<file path="src/rtl/sign_narrow_16to10.sv">
// rtl/sign_narrow_16to10.sv - two-stage signed 16-to-10-bit saturating narrowing pipeline
// Optional saturation event counter is built when NARROW_SAT_CNT_EN is defined.
module sign_narrow_16to10 #(
  parameter int IN_W  = 16,
  parameter int OUT_W = 10,
  parameter int CNT_W = 8
) (
  input  logic              clk,
  input  logic              rst,
  input  logic              in_valid,
  output logic              in_ready,
  input  logic [IN_W-1:0]   in_data,
  output logic              out_valid,
  input  logic              out_ready,
  output logic [OUT_W-1:0]  out_data,
  output logic              out_sat,
  output logic              sat_sticky,
  input  logic              clr_sticky,
  output logic [CNT_W-1:0]  sat_cnt
);

  localparam int HI_W = IN_W - OUT_W + 1;

  localparam logic [OUT_W-1:0] SAT_NEG = {1'b1, {(OUT_W-1){1'b0}}};
  localparam logic [OUT_W-1:0] SAT_POS = {1'b0, {(OUT_W-1){1'b1}}};

  logic              adv;
  logic              accept;
  logic              in_fits;
  logic [HI_W-1:0]   in_hi;

  logic              s1_valid;
  logic              s1_fits;
  logic              s1_sign;
  logic [OUT_W-1:0]  s1_low;

  // A word fits when every bit from the output sign position upward is a copy of the sign.
  assign in_hi    = in_data[IN_W-1:OUT_W-1];
  assign in_fits  = (&in_hi) | ~(|in_hi);

  assign adv      = !out_valid || out_ready;
  assign in_ready = adv || !s1_valid;
  assign accept   = in_valid && in_ready;

  always_ff @(posedge clk) begin
    if (rst) begin
      s1_valid <= 1'b0;
      s1_fits  <= 1'b1;
      s1_sign  <= 1'b0;
      s1_low   <= '0;
    end else begin
      if (accept) begin
        s1_valid <= 1'b1;
        s1_fits  <= in_fits;
        s1_sign  <= in_data[IN_W-1];
        s1_low   <= in_data[OUT_W-1:0];
      end else if (adv) begin
        s1_valid <= 1'b0;
      end
    end
  end

  always_ff @(posedge clk) begin
    if (rst) begin
      out_valid <= 1'b0;
      out_data  <= '0;
      out_sat   <= 1'b0;
    end else if (adv) begin
      out_valid <= s1_valid;
      if (s1_valid) begin
        if (s1_fits) begin
          out_data <= s1_low;
          out_sat  <= 1'b0;
        end else begin
          out_data <= s1_sign ? SAT_NEG : SAT_POS;
          out_sat  <= 1'b1;
        end
      end
    end
  end

  // Set takes priority over clear so a saturation in the clearing cycle is never lost.
  always_ff @(posedge clk) begin
    if (rst) begin
      sat_sticky <= 1'b0;
    end else if (accept && !in_fits) begin
      sat_sticky <= 1'b1;
    end else if (clr_sticky) begin
      sat_sticky <= 1'b0;
    end
  end

`ifdef NARROW_SAT_CNT_EN
  logic [CNT_W-1:0] cnt_q;

  always_ff @(posedge clk) begin
    if (rst) begin
      cnt_q <= '0;
    end else if (accept && !in_fits && (cnt_q != {CNT_W{1'b1}})) begin
      cnt_q <= cnt_q + {{(CNT_W-1){1'b0}}, 1'b1};
    end
  end

  assign sat_cnt = cnt_q;
`else
  assign sat_cnt = '0;
`endif

endmodule

</file>
<file path="config.mk">
export PLATFORM = sky130hd
export DESIGN_NAME = sign_narrow_16to10
export DESIGN_NICKNAME = d
export VERILOG_FILES = /design/src/rtl/sign_narrow_16to10.sv
export SDC_FILE = /design/constraint.sdc
export NUM_CORES = 1
export LEC_CHECK = 0
export CAP_MARGIN = 0
export CORE_UTILIZATION = 45
export CTS_CLUSTER_SIZE = 16
export DETAILED_ROUTE_END_ITERATION = 16
export PLACE_DENSITY_LB_ADDON = 0.25
export SETUP_SLACK_MARGIN = 0.02
export SLEW_MARGIN = 20
export SYNTH_ARGS = -nofsm -noshare
export SYNTH_HDL_FRONTEND = slang
export SYNTH_SLANG_ARGS = --single-unit
</file>
<file path="constraint.sdc">
create_clock -name clk -period 1.4 [get_ports clk]
set_input_delay 0.21 -clock clk [delete_from_list [all_inputs] [get_ports clk]]
set_output_delay 0.21 -clock clk [all_outputs]
set_load 0.01 [all_outputs]
</file>
==> impl_metrics.json <==
{
  "status": "completed",
  "synth.avg_cell_area_sq_um": 9.87,
  "finalMaxSlewViolations": 0,
  "maxClockFrequency_ghz": 0.753,
  "timing.critical_path.required_ps": 1190,
  "drc": 0,
  "hold_depth": 3,
  "synth_compound_gate_area_share_pct": 34.4,
  "yosysTopAreaCell": "sky130_fd_sc_hd__dfxtp_1",
  "die_y_microns": 55.8,
  "postLayoutCoreUtil_pct": 60.8,
  "place.detailed.instances": 195,
  "n_fill_cell": 240,
  "layout-drive-gt1-share_pct": 31.5,
  "maximum_number_of_pins_on_one_net_before_global_route_repair": 16,
  "fp.coreArea_sq_mm": 0.00276,
  "place.detailed.hpwl_microns": 1930,
  "r2r-start": "out_valid",
  "netlist_instances": 132,
  "setup_clock_skew_after_layout_ps": 7.78,
  "grt_antenna_before_repair": 0,
  "setup_viol": 0,
  "post_synth_mux_area_share_pct": 0,
  "cellPowerDensity_mw_per_mm2": 977,
  "drtAntennaViolNets": 0,
  "reg2reg_to": "s1_fits",
  "r2r.worst_path.cells": 5,
  "clock_sinks": 26,
  "fp.dieArea_sq_mm": 0.00311,
  "leading_cell_type_in_the_layout_fill_and_taps_excluded": "sky130_fd_sc_hd__dfxtp_1",
  "worst_slack_ps": 72.6,
  "synth_seq_cells": 26,
  "placement_rows": 19,
  "setup.worst_path.end_class": "primary output",
  "max-vdd-ir-drop_mv": 0.615,
  "regToRegSetupSlack_ps": 220,
  "path_max_fanout": 2,
  "ioPinCount": 43,
  "drt-wirelength-per-cell_microns": 12.5,
  "path_class": "in2out",
  "dpl_worst_slack_ps": -289,
  "gr-total-overflow": 0,
  "tritoncts": "built",
  "power_switching_share_pct": 24.7,
  "synth_xor_area_share_pct": 0,
  "num-nets-final": 190,
  "post-route-period-util_pct": 94.8,
  "insertion_delay_ps": 310,
  "synth.yosys.warnings": 0,
  "io_buffers": 34,
  "clock_tree.htree_level_count": 1,
  "p_leak_nw": 0.652,
  "layout.cells.most_common_list": "26 x sky130_fd_sc_hd__dfxtp_1, 21 x sky130_fd_sc_hd__a21oi_1, 20 x sky130_fd_sc_hd__clkdlybuf4s50_1",
  "area_growth_pct": 28.8,
  "crit_path_start_kind": "primary input",
  "clk_pin_slew_worst_paths_ps": 140,
  "sw_power_uw": 404,
  "grt_pass1_wl_microns": 4560,
  "grt_pass1_vias": 1064,
  "synth.area.top_cells": "sky130_fd_sc_hd__dfxtp_1 40%, sky130_fd_sc_hd__a211oi_2 9.6%, sky130_fd_sc_hd__a21oi_1 8.1%",
  "seq_area_frac_synth_pct": 40.0,
  "cp_arrival_ps": 1120,
  "hold_wc_startpoint": "in_data[7]",
  "routed-via-count": 1037,
  "min_delay_worst_endpoint": "s1_low[7]",
  "global_route.usage.total_pct": 17.8,
  "synth_area_sq_mm": 0.00130,
  "finalNonFillerCells": 199,
  "antennaDiodeCount": 0,
  "place_congestion": 0.753,
  "routed_via_density": 5.21,
  "wirelength_microns": 2480,
  "starting_utilization_of_the_core_area_pct": 47.2,
  "drt_first_pass_iters": 4,
  "ctsHoldBuffers": 0,
  "clock_tree.root_cell": "sky130_fd_sc_hd__clkbuf_4",
  "period_needed_ps": 1330,
  "die_w_microns": 55.8,
  "cts_buffers": 3,
  "holdCritPathClass": "in2reg",
  "netlist-cell-type-count": 31,
  "synth_fa_ha_area_share_pct": 0,
  "timing.final.hold_violations": 0,
  "clkPwrFrac_pct": 30.6,
  "cell_internal_pwr_mw": 1.24,
  "synth-simple-area-share_pct": 13.4,
  "unrepaired_setup_endpoints_after_global_routing": "false",
  "synth_top_family_by_area": "compound AO/OA/AOI/OAI gates",
  "part_of_the_power_in_registers_pct": 49.8,
  "comb_power_share_pct": 19.6,
  "dr.first_iter.drc_count": 10,
  "clock_path_buffers": 2,
  "maxCapViolCount": 0,
  "yosysTopAreaCellShare_pct": 40.0
}
[routing by layer]
layer | GRT usage [%] | wire length, microns | vias up
li1 | - | - | 538
met1 | 23.6 | 1230 | 469
met2 | 30.1 | 1120 | 28
met3 | 2.33 | 117 | 2
met4 | 5.36 | 13 | 0
met5 | 0 | 0 | -
[cells in the mapped netlist (all sizes together)]
library cell,number
and3b,1
nor4,1
and2,1
a21bo,1
nand3,11
nor3,1
o2111ai,1
a41oi,1
inv,4
a21oi,32
o21ai,11
nand2,2
buf,19
nand2b,2
a31oi,1
and4,1
conb,1
nor2,3
a211oi,10
a311oi,1
a32o,1
dfxtp,26
[worst max-delay path by stage]
| stage | from | to | slack [ps] | depth (start not counted) |
|---|---|---|---|---|
| 2_1_floorplan | out_valid | s1_low[1] | 290 | 5 |
| 3_3_place_gp | out_ready | in_ready | -290 | 4 |
| 3_5_place_dp | out_ready | in_ready | -290 | 4 |
| 4_1_cts | s1_valid | out_data[9] | 30 | 3 |
| 5_1_grt | out_ready | in_ready | 30 | 4 |
| 6_report | out_ready | in_ready | 70 | 4 |
[power by group through the flow]
stage | registers [mW] | logic [mW] | clock network [mW]
global route | 0.823 | 0.351 | 0.547
global placement | 0.833 | 0.331 | 0
finish | 0.816 | 0.321 | 0.502
detailed placement | 0.834 | 0.340 | 0
CTS | 0.817 | 0.324 | 0.517
floorplan | 0.842 | 0.197 | 0
[layout make-up]
type	instances	area, sq um	share of cell area, %
clock inverters	1	30.0	1.79
clock buffers	3	22.5	1.34
well taps	31	38.8	2.31
repair buffers	44	394	23.5
flip-flops and latches	26	520	31.0
multi-input cells	90	654	39.0
inverters	4	17.5	1.04
[critical path, stage by stage]
cell and delay [ps]:
sky130_fd_sc_hd__clkdlybuf4s50_1 410, sky130_fd_sc_hd__and3b_4 330, sky130_fd_sc_hd__inv_4 30, sky130_fd_sc_hd__buf_2 130
[stage by stage]
stage	setup TNS (ps)	cell area [sq um]	power, mW	hold slack [ps]
floorplan	0	1330	1.04	341
global placement	-2710	1650	1.16	455
detailed placement	-3200	1650	1.17	458
CTS	0	1680	1.66	424
global route	0	1680	1.72	424
finish	0	1680	1.64	434
[flip-flops by register name, indices dropped and copies added (netlist names)]
| signal | flops |
|---|---|
| out_sat | 1 |
| s1_sign | 1 |
| s1_valid | 1 |
| sat_sticky | 1 |
| out_valid | 1 |
| s1_fits | 1 |
| out_data | 10 |
| s1_low | 10 |
[logic make-up after synthesis]
kind of cell           count (synthesis)
buffers and inverters                 23
AOI/OAI and AO/OA                     59
DFF                                   26
other                                  1
and+or+nand+nor                       23
[timing repair]
action | in CTS | in global routing
buffers inserted | 0 | 0
endpoints found under the setup margin | 14 | 7
resized for setup | 17 | 1
pin swaps | 0 | 0
Power figures use the tool's default switching activity.
